`src/rtl/mem_access_ctrl.sv`:
```
// mem_access_ctrl: two-port fixed-latency access controller placed in front of main_memory.
//
// The instruction port (I, read-only) and data port (D, read/write) share a single combinational
// memory interface. One request is accepted at a time in IDLE. The access then occupies LATENCY
// BUSY cycles, and a one-cycle response pulse goes back to the owning port.
//
// Optional feature: define MEM_ARB_DPRIO_EN for fixed D-over-I priority. When it is undefined
// (the default), the two ports are served round-robin.
//
// Parameters:
//   ADDR_W   address width
//   DATA_W   data width
//   LATENCY  memory access cycles (1..15)
//
// Ports:
//   clk, reset                   clock; synchronous active-high reset
//   i_req, i_addr, i_ready       I-port request / address / accepted this cycle
//   i_rsp_valid, i_rsp_data      I-port response pulse and read data
//   d_req, d_wr, d_addr,
//   d_wdata, d_ready             D-port request / write flag / address / write data / accepted
//   d_rsp_valid, d_rsp_data      D-port response pulse; read data, or 0 on a write ack
//   mem_addr, mem_wdata,
//   mem_wrt_en, mem_rdata        main_memory interface
module mem_access_ctrl #(
    parameter int unsigned ADDR_W  = 20,
    parameter int unsigned DATA_W  = 32,
    parameter int unsigned LATENCY = 5
) (
    input  logic              clk,
    input  logic              reset,
    input  logic              i_req,
    input  logic [ADDR_W-1:0] i_addr,
    output logic              i_ready,
    output logic              i_rsp_valid,
    output logic [DATA_W-1:0] i_rsp_data,
    input  logic              d_req,
    input  logic              d_wr,
    input  logic [ADDR_W-1:0] d_addr,
    input  logic [DATA_W-1:0] d_wdata,
    output logic              d_ready,
    output logic              d_rsp_valid,
    output logic [DATA_W-1:0] d_rsp_data,
    output logic [ADDR_W-1:0] mem_addr,
    output logic [DATA_W-1:0] mem_wdata,
    output logic              mem_wrt_en,
    input  logic [DATA_W-1:0] mem_rdata
);

    typedef enum logic [1:0] {StIdle, StBusy, StResp} state_e;
    typedef enum logic {PortI = 1'b0, PortD = 1'b1} port_e;

    localparam logic [3:0] CntInit = 4'(LATENCY - 1);

    state_e            state_q, state_d;
    logic [3:0]        cnt_q, cnt_d;
    port_e             owner_q, owner_d;
    logic              wr_q, wr_d;
    logic [ADDR_W-1:0] mem_addr_q, mem_addr_d;
    logic [DATA_W-1:0] mem_wdata_q, mem_wdata_d;
    logic              mem_wrt_en_q, mem_wrt_en_d;
    logic              i_rsp_valid_q, i_rsp_valid_d;
    logic              d_rsp_valid_q, d_rsp_valid_d;
    logic [DATA_W-1:0] i_rsp_data_q, i_rsp_data_d;
    logic [DATA_W-1:0] d_rsp_data_q, d_rsp_data_d;
    logic              grant_i, grant_d;

`ifndef MEM_ARB_DPRIO_EN
    port_e             last_grant_q, last_grant_d;
`endif

    // Arbitration: at most one grant, and only to a requesting port.
    always_comb begin
`ifdef MEM_ARB_DPRIO_EN
        grant_i = i_req & ~d_req;
`else
        // On contention, grant the port that was not served last.
        grant_i = i_req & (~d_req | (last_grant_q == PortD));
`endif
        grant_d = d_req & ~grant_i;
        i_ready = (state_q == StIdle) & grant_i;
        d_ready = (state_q == StIdle) & grant_d;
    end

    always_comb begin
        state_d       = state_q;
        cnt_d         = cnt_q;
        owner_d       = owner_q;
        wr_d          = wr_q;
        mem_addr_d    = mem_addr_q;
        mem_wdata_d   = mem_wdata_q;
        mem_wrt_en_d  = 1'b0;
        i_rsp_valid_d = 1'b0;
        d_rsp_valid_d = 1'b0;
        i_rsp_data_d  = i_rsp_data_q;
        d_rsp_data_d  = d_rsp_data_q;
`ifndef MEM_ARB_DPRIO_EN
        last_grant_d  = last_grant_q;
`endif

        unique case (state_q)
            StIdle: begin
                if (i_ready || d_ready) begin
                    owner_d     = d_ready ? PortD : PortI;
                    wr_d        = d_ready & d_wr;
                    mem_addr_d  = d_ready ? d_addr : i_addr;
                    mem_wdata_d = d_ready ? d_wdata : '0;
                    cnt_d       = CntInit;
                    state_d     = StBusy;
                    // With a single BUSY cycle, that first cycle is already the write cycle.
                    mem_wrt_en_d = d_ready & d_wr & (LATENCY == 1);
`ifndef MEM_ARB_DPRIO_EN
                    last_grant_d = d_ready ? PortD : PortI;
`endif
                end
            end
            StBusy: begin
                if (cnt_q != 4'd0) begin
                    cnt_d        = cnt_q - 4'd1;
                    // Registered strobe lands exactly on the final BUSY cycle.
                    mem_wrt_en_d = wr_q & (cnt_q == 4'd1);
                end else begin
                    if (owner_q == PortD) begin
                        d_rsp_valid_d = 1'b1;
                        d_rsp_data_d  = wr_q ? '0 : mem_rdata;
                    end else begin
                        i_rsp_valid_d = 1'b1;
                        i_rsp_data_d  = mem_rdata;
                    end
                    state_d = StResp;
                end
            end
            StResp: begin
                state_d = StIdle;
            end
            default: begin
                state_d = StIdle;
            end
        endcase
    end

    always_ff @(posedge clk) begin
        if (reset) begin
            state_q       <= StIdle;
            cnt_q         <= 4'd0;
            owner_q       <= PortI;
            wr_q          <= 1'b0;
            mem_addr_q    <= '0;
            mem_wdata_q   <= '0;
            mem_wrt_en_q  <= 1'b0;
            i_rsp_valid_q <= 1'b0;
            d_rsp_valid_q <= 1'b0;
            i_rsp_data_q  <= '0;
            d_rsp_data_q  <= '0;
`ifndef MEM_ARB_DPRIO_EN
            last_grant_q  <= PortD;
`endif
        end else begin
            state_q       <= state_d;
            cnt_q         <= cnt_d;
            owner_q       <= owner_d;
            wr_q          <= wr_d;
            mem_addr_q    <= mem_addr_d;
            mem_wdata_q   <= mem_wdata_d;
            mem_wrt_en_q  <= mem_wrt_en_d;
            i_rsp_valid_q <= i_rsp_valid_d;
            d_rsp_valid_q <= d_rsp_valid_d;
            i_rsp_data_q  <= i_rsp_data_d;
            d_rsp_data_q  <= d_rsp_data_d;
`ifndef MEM_ARB_DPRIO_EN
            last_grant_q  <= last_grant_d;
`endif
        end
    end

    assign mem_addr    = mem_addr_q;
    assign mem_wdata   = mem_wdata_q;
    assign mem_wrt_en  = mem_wrt_en_q;
    assign i_rsp_valid = i_rsp_valid_q;
    assign d_rsp_valid = d_rsp_valid_q;
    assign i_rsp_data  = i_rsp_data_q;
    assign d_rsp_data  = d_rsp_data_q;

endmodule
```
`config.mk`:
```
export PLATFORM = sky130hd
export DESIGN_NAME = mem_access_ctrl
export DESIGN_NICKNAME = d
export VERILOG_FILES = /design/src/rtl/mem_access_ctrl.sv
export SDC_FILE = /design/constraint.sdc
export NUM_CORES = 1
export LEC_CHECK = 0
export BUFFER_PORTS_ARGS = -buffer_cell sky130_fd_sc_hd__buf_2
export CAP_MARGIN = 10
export CORE_AREA = 2 2 106 108
export CTS_CLUSTER_SIZE = 16
export DETAILED_ROUTE_END_ITERATION = 12
export DIE_AREA = 0 0 108 110
export MAX_ROUTING_LAYER = met4
export PLACE_DENSITY = 0.85
export REMOVE_ABC_BUFFERS = 1
export SLEW_MARGIN = 15
export SYNTH_ARGS = -nofsm -noshare
export SYNTH_HDL_FRONTEND = slang
export SYNTH_SLANG_ARGS = --single-unit
```
`constraint.sdc`:
```
create_clock -name clk -period 4.35 [get_ports clk]
set_input_delay 0.435 -clock clk [delete_from_list [all_inputs] [get_ports clk]]
set_output_delay 0.435 -clock clk [all_outputs]
set_load 0.02 [all_outputs]
```
# Word-level counts from Yosys, hierarchy flattened
# Index checks and enable logic that the tools add are counted.
# W data, S select, Z words.
# op_classes
addsub	1
n_eq_ne	5
muxes	12
bitwise	12
n_reduce_logical	11
# op_table
cell	n
$mux W32	2
$mux W20	1
$reduce_and A3 Y1	3
$mux W4	2
$pmux W4 S2	1
$and A1 B1 Y1	6
$reduce_or A3 Y1	2
$not A1 Y1	5
$eq A4 B1 Y1 const B	1
$mux W2	2
$ne A2 B2 Y1 const B	2
$pmux W2 S2	1
$reduce_and A2 Y1	2
$reduce_bool A4 Y1	1
$sub A4 B1 Y4 const B	1
$mux W1	3
$eq A2 B1 Y1 const B	1
$logic_not A2 Y1	1
$ne A2 B1 Y1 const B	1
$reduce_bool A2 Y1	1
$logic_or A1 B1 Y1	1
$or A1 B1 Y1	1
# word_totals
regBits	128
inputBits	109
out_inout_bits	121
elab_cells	53

# Depth between registers and ports, before layout
# Gate-level depths: netlist of run 1.
# depth
word_depth	9
ltp_mapped	7
ltp_nobuf	5

# Least setup slack after synthesis of run 1
# Ideal clock, no wire load.
# synth_path
path_type	input-to-output
start	input port i_req
end	output port d_ready
arrival_ns	1.339
required_ns	3.915
path_slack_ns	2.576
path_stages	4
path_cell_list	a211o_1 > or2_1 > buf_6 > inv_1
# synth_via
elab_chain_len	4
# synth_lines
element	line_no	source
from (decl)	31	input logic i_req,
$and A1 B1 Y1	77	grant_i = i_req & (~d_req | (last_grant_q == PortD));
$not A1 Y1	79	grant_d = d_req & ~grant_i;
$and A1 B1 Y1	79	
$and A1 B1 Y1	81	d_ready = (state_q == StIdle) & grant_d;
to (decl)	40	output logic d_ready,
# Every way passes these cells.

# Worst setup path in the final report of run 1
# layout_path
start	register state_q[0]
end	output port d_ready
# layout_via
elab_chain_len	2
# layout_lines
element	line_no	source
from (decl)	54	state_e state_q, state_d;
from (signal assigned)	143	state_q <= StIdle;
from (signal assigned)	158	state_q <= state_d;
$logic_not A2 Y1	81	
$and A1 B1 Y1	81	
# Every way passes these cells.

==> run_results.csv, run 1 <==
group,metric,value,unit
sta,fin_crit,3.37,ns
sta,rsz0062_at_grt,"no",
sta,drv_slew,0,
critical_path,crit_fanout,22,
placement,dp_slack,1.41,ns
global_route,grt_overflow,0,
die,io_pins,230,
critical_path,cp-startpoint,"state_q[0]",
critical_path,slowest_delay,0.97,ns
placement,placed_area,6580,sq um
cts,holdBufCountCts,0,
die,die_w,108,um
cts,cts_num_sinks,128,
placement,io_buffers,229,
finish,antenna_cells,0,
placement,routabilityCongestion,0.839,
critical_path,startpoint_type,"flip-flop",
power,combPwrFrac,22.2,%
critical_path,path_buf_inv,2,
die,core_area,10700,sq um
critical_path,crit_family,"simple AND/OR/NAND/NOR gates",
sta,tightest_slew,1.15,ns
cts,cts_buffers,17,
yosys,syn_area_per_cell,9.94,sq um
drt,wl_per_cell,17.8,um
finish,drive_gt1_share,43.4,%
die,fp.dieArea,11900,sq um
drt,drtIter0Drc,263,
power,switchingPower,1180,uW
power,switching_share,32.0,%
sta,setup_viol,0,
critical_path,crit_chain,"a211o_1 -> or2_1 -> inv_1 -> buf_2",
finish,area_delta_synth_final,32.2,%
cts,clockRootBuffer,"clkbuf_8",
die,die_h,110,um
flow_run,max-cap-violations,0,
finish,n_fill_cell,830,
drt,vias,5283,
yosys,ys_ff_latch,128,
critical_path,required,3.91,ns
power,clkPwrFrac,41.2,%
critical_path,worstPathArrival,2.94,ns
power,ir_worst_vdd,312,uV
cts,h-tree-depth,4,
hold_path,hp-class,"in -> reg",
sta,worst_slack,0.979,ns
yosys,synth-seq-area-share,46.9,%
yosys,synth_cell_types,39,
finish,stdcell_count,896,
sta,hold_violations,0,
sta,slew-limit-headroom,23.3,%
global_route,grtUsageTotal,27.1,%
yosys,synth.cell_area,5470,sq um
power,p_leak,0.00338,uW
placement,numPlacedInstances,863,
drt,routed_via_density,5.90,
power,intPower,2510,uW
finish,nets,855,
sta,fin_skew,0.0121,ns
placement,dp_hpwl,10.5,mm
global_route,grt_pass1_wl,24.6,mm
yosys,synth_cells,550,
drt,drc,0,
drt,routed_wl,16.0,mm
sta,finalSetupTns,0,ns
run_status,outcome,"completed",
critical_path,critPathKind,"reg -> out",
critical_path,critical_path.slowest_cell,"or2_1",
global_route,grt_pass1_vias,4982,
power,pwr-share-seq,36.6,%
hold_path,hp-start,"d_wdata[7]",
critical_path,end_kind,"output port",
finish,fin_area,7230,sq um
die,start_util,51.1,%
sta,clock.fmax,0.297,GHz
cts,clkLatencyLatePin,0.51,ns
cts,cts_buffer_depth,2,
global_route,antenna_found_initial,0,
yosys,yosysWarnings,0,
sta,timing.hold.ws,0.134,ns
cts,post_cts.repair.setup_buffers,0,
global_route,grt_max_degree,94,
cts,cts-resized-gates,0,
die,row_count,38,
sta,finalCritPeriodShare,77.5,%
critical_path,timing.rr.start,"cnt_q[0]",
cts,path_clk_slew,0.06,ns
cts,cts_tree,"done",
drt,firstDrtPassIters,6,
drt,ant_nets,0,
power,powerDensity,511,nW/um^2
-- cell usage in the layout, fill, tap and decap left out, drive strengths merged --
master    instances
a2111oi          20
a211o             3
a211oi            1
a21o              1
a21oi            56
a22o             33
a31o              1
a31oi             1
and3b             2
buf             238
bufinv            4
clkbuf           17
clkinv            3
clkinvlp          1
dfxtp           128
ha                3
inv              13
mux2i            32
nand2             2
nand2b           34
nand3             1
nand3b            1
nand4            32
nor2              5
nor2b             1
nor3             43
nor3b             1
nor4              5
nor4b             1
o21ai             1
o221ai            2
o31ai            32
or2               4
or3               1
or3b             32
or4               1
-- synthesized netlist by cell type --
library cell,n,area [sq um]
inv_1,6,22.5
nor4_1,5,31.3
a211oi_1,1,7.51
buf_2,18,90.1
a2111oi_2,18,270
a21oi_2,1,8.76
ha_1,3,37.5
a31oi_1,1,6.26
nor2b_1,1,6.26
buf_6,2,22.5
nor4b_1,1,8.76
o21ai_0,1,5.00
a31o_2,1,8.76
or2_2,3,18.8
a21oi_1,55,275
nand3_2,1,10.0
nand2_1,2,7.51
nand4_1,32,200
clkbuf_1,43,161
clkbuf_2,1,5.00
nor3_2,1,10.0
a21o_1,1,7.51
o221ai_1,2,17.5
a22o_1,33,289
o31ai_1,32,240
nand2b_1,34,213
nor2_1,5,18.8
nor3b_1,1,7.51
a211o_1,3,26.3
or3_1,1,6.26
or2_1,1,6.26
nand3b_1,1,7.51
mux2i_1,32,320
a2111oi_0,2,17.5
or3b_2,32,280
nor3_1,42,210
dfxtp_1,128,2560
and3b_1,2,17.5
or4_1,1,7.51
-- cell type report --
type	count	area, sq um	share of cell area (%)
multi-input combinational	352	2610	36.1
sequential	128	2560	35.4
timing repair buffer	238	1220	16.9
tap	140	175	2.42
inverter	6	22.5	0.311
clock buffer	17	414	5.73
clock inverter	15	220	3.04
-- per-layer routing --
layer / wire (um) / vias to the layer above / global-route usage, % / part of all wire (%)
li1: - / 2460 / - / -
met3: 1340 / 33 / 7.64 / 8.4
met1: 6690 / 2511 / 32.9 / 42
met4: 288 / 0 / 8.97 / 1.8
met2: 7650 / 279 / 43.8 / 48
met5: 0 / - / - / 0
-- power by group through the flow --
stage               sequential (uW)  combinational (uW)  clock (uW)
floorplan                      1480                 384           0
global placement               1370                 782           0
detailed placement             1370                 809           0
CTS                            1350                 816        1550
global route                   1360                 882        1600
finish                         1350                 819        1520
-- stage by stage --
stage | utilization, % | power (uW)
floorplan | - | 1870
global placement | 61.5 | 2150
detailed placement | 61.5 | 2180
CTS | 67.5 | 3710
global route | 67.6 | 3850
finish | 67.6 | 3690
-- state kept, by name, summed over array words and instances (netlist names) --
signal        cells
d_rsp_valid       1
last_grant_q      1
state_q           2
mem_wdata        32
mem_wrt_en        1
owner_q           1
mem_addr         20
wr_q              1
cnt_q             4
i_rsp_valid       1
d_rsp_data       32
i_rsp_data       32
-- logic make-up after synthesis --
family	synth area share (%)
muxes	5.86
DFF	46.9
buffers and inverters	5.51
AOI/OAI and AO/OA	21.6
and+or+nand+nor	19.5
adders and majority gates	0.686
-- worst paths after layout --
kind / cells past startpoint / to / slack (ns)
worst max-delay path: 4 / d_ready / 0.98
worst min-delay path: 2 / mem_wdata[7] / 0.13
worst max register to register: 6 / d_rsp_data[7] / 1.66
worst min register to register: 2 / i_rsp_data[18] / 0.47
Note: power is estimated with default switching activity, not from simulation.
==> run 2, diff against run 1 <==
--- a/config.mk
+++ b/config.mk
@@ -5,14 +5,15 @@
 export SDC_FILE = /design/constraint.sdc
 export NUM_CORES = 1
 export LEC_CHECK = 0
+export ABC_AREA = 1
 export BUFFER_PORTS_ARGS = -buffer_cell sky130_fd_sc_hd__buf_2
 export CAP_MARGIN = 10
-export CORE_AREA = 2 2 106 108
+export CORE_AREA = 2 2 110 112
 export CTS_CLUSTER_SIZE = 16
 export DETAILED_ROUTE_END_ITERATION = 12
-export DIE_AREA = 0 0 108 110
+export DIE_AREA = 0 0 112 114
 export MAX_ROUTING_LAYER = met4
-export PLACE_DENSITY = 0.85
+export PLACE_DENSITY = 0.79
 export REMOVE_ABC_BUFFERS = 1
 export SLEW_MARGIN = 15
 export SYNTH_ARGS = -nofsm -noshare
==> constraint.sdc (replaced) <==
create_clock -name clk -period 3.2 [get_ports clk]
set_input_delay 0.32 -clock clk [delete_from_list [all_inputs] [get_ports clk]]
set_output_delay 0.32 -clock clk [all_outputs]
set_load 0.02 [all_outputs]
==> run_results.csv, run 2 <==
group,metric,value,unit
cts,cts_buffers,17,
critical_path,startpoint_type,"flip-flop",
finish,final_common_cell,"nand2_1",
cts,cts_buffer_depth,2,
critical_path,crit_fanout,34,
placement,dp_hpwl,9.74,mm
sta,clock.fmax,0.351,GHz
cts,post_cts.repair.setup_buffers,0,
cts,clkLatencyLatePin,0.41,ns
finish,drive_gt1_share,29.5,%
yosys,synth_enable_flop_cells,0,
sta,hold_violations,0,
cts,cts_num_sinks,128,
cts,cts_tree,"done",
critical_path,r2r_setup_slack,0.68,ns
finish,fin_area,7160,sq um
global_route,grt_pass1_wl,23.4,mm
die,die_h,114,um
sta,drv_slew,0,
global_route,antenna_found_initial,0,
power,switching_share,30.5,%
yosys,synth_area_leaders,"dfxtp_1 47%, nand2_1 19%, a21oi_1 8.0%, nand3b_1 5.5%, nor2_1 5.2%",
yosys,synth_flop_cell,"dfxtp_1",
yosys,synth_area_leader_cell,"dfxtp_1",
yosys,syn_area_per_cell,7.27,sq um
power,clkPwrFrac,41.4,%
yosys,yosysWarnings,0,
cts,cts-resized-gates,0,
critical_path,required,2.88,ns
finish,antenna_cells,0,
critical_path,end_kind,"output port",
cts,holdBufCountCts,0,
critical_path,worstPathArrival,2.53,ns
power,combPwrFrac,22.8,%
drt,drtIter0Drc,450,
drt,vias,5439,
cts,clockRootBuffer,"clkbuf_16",
yosys,async_reset_ff_share,0,%
power,p_leak,0.00362,uW
sta,tightest_slew,1.12,ns
sta,rsz0062_at_grt,"no",
cts,path_clk_slew,0.06,ns
finish,post-route-util,61.1,%
sta,fin_crit,2.85,ns
drt,drc,0,
cts,h-tree-depth,4,
sta,slew-limit-headroom,24.9,%
run_status,outcome,"completed",
finish,multi_input_comb_area,2430,sq um
drt,routed_via_density,4.91,
die,core_area,11700,sq um
yosys,ys_ff_latch,128,
yosys,synth_most_common_cell,"nand2_1",
yosys,synth_top_area_share,47.3,%
sta,fin_skew,0.00716,ns
finish,nets,1059,
yosys,synth-seq-area-share,47.3,%
yosys,synth_commonest_cells,"268 x nand2_1, 128 x dfxtp_1, 86 x a21oi_1, 75 x nor2_1, 40 x nand3b_1",
yosys,synth_cells,745,
die,die_w,112,um
finish,layout_common_cells,"268 x nand2_1, 229 x buf_2, 128 x dfxtp_1",
hold_path,hp-class,"in -> reg",
finish,n_fill_cell,1084,
sta,finalCritPeriodShare,89.0,%
sta,finalSetupTns,0,ns
power,pwr-share-seq,35.8,%
sta,setup_viol,0,
global_route,grt_pass1_vias,4888,
die,start_util,46.2,%
power,ir_worst_vdd,537,uV
global_route,grtUsageTotal,23.6,%
yosys,synth.cell_area,5410,sq um
drt,routed_wl,14.8,mm
die,row_count,40,
finish,ff_latch_area,2560,sq um
placement,placed_area,6490,sq um
power,switchingPower,1590,uW
finish,area_delta_synth_final,32.2,%
flow_run,max-cap-violations,0,
placement,routabilityCongestion,0.881,
power,powerDensity,728,nW/um^2
drt,wl_per_cell,13.3,um
power,intPower,3620,uW
die,fp.dieArea,12800,sq um
global_route,grt_max_degree,69,
die,io_pins,230,
drt,ant_nets,0,
placement,io_buffers,229,
global_route,grt_overflow,0,
drt,firstDrtPassIters,5,
critical_path,critPathKind,"reg -> out",
yosys,synth_cell_types,26,
## run 2: changes by cell type after synthesis, sizes merged, moves of 29 or more
cell | previous run | this run
a21oi | 56 | 87
a22o | 33 | 0
inv | 6 | 35
mux2i | 32 | 0
nand2 | 2 | 273
nand2b | 34 | 0
nand3 | 1 | 41
nand3b | 1 | 40
nand4 | 32 | 1
nor2 | 5 | 80
nor3 | 43 | 1
o31ai | 32 | 0
or3b | 32 | 0
## run 2: cell type report
cell class	count	share of cell area, %
Clock buffer	23	6.82
Clock inverter	9	2.47
Inverter	36	1.89
Multi-Input combinational cell	531	34.0
Sequential cell	128	35.8
Tap cell	147	2.57
Timing Repair Buffer	233	16.4
## run 2: critical path, stage by stage (launching register included)
cell,delay [ns]
dfxtp_1,0.36
nor2_4,0.51
nand2_2,0.40
inv_2,0.55
buf_2,0.27
## run 2: through the flow
step | total power, uW | setup slack, ns | hold WS [ns] | cells
after floorplan | 2660 | 1.28 | 0.389 | 695
after global placement | 3070 | 0.762 | 0.444 | 1075
after detailed placement | 3080 | 0.678 | 0.450 | 1075
after CTS | 5250 | 0.297 | 0.134 | 1107
after global routing | 5470 | 0.150 | 0.143 | 1107
final | 5210 | 0.353 | 0.153 | 1107
## run 2: cell families after synthesis
group                      share of synthesized area [%]
and+or+nand+nor                                     35.7
buffers and inverters                               7.70
AOI/OAI and AO/OA                                   8.58
DFF                                                 47.3
adders and majority gates                          0.694
## run 2: path summary, 6_finish.rpt
check,startpoint,end,depth (start not counted)
worst min register to register,i_rsp_data[14],i_rsp_data[14],2
worst min-delay path,d_wdata[16],mem_wdata[16],3
worst max register to register,state_q[1],mem_wdata[15],6
worst max-delay path,state_q[1],d_ready,4
## run 2: metal layers
metal	vias to the layer above	part of all wire (%)	GRT usage, %
li1	2758	-	-
met1	2424	44	28.7
met2	240	47	37.7
met3	17	7.2	5.79
met4	0	1.5	9.92
met5	-	0	-
## run 2: power groups by stage
stage	Combinational [uW]	Clock [uW]	Sequential, uW
after floorplan	597	0	2070
after global placement	1170	0	1890
after detailed placement	1180	0	1890
after CTS	1190	2200	1860
after global routing	1320	2270	1880
final	1190	2160	1870
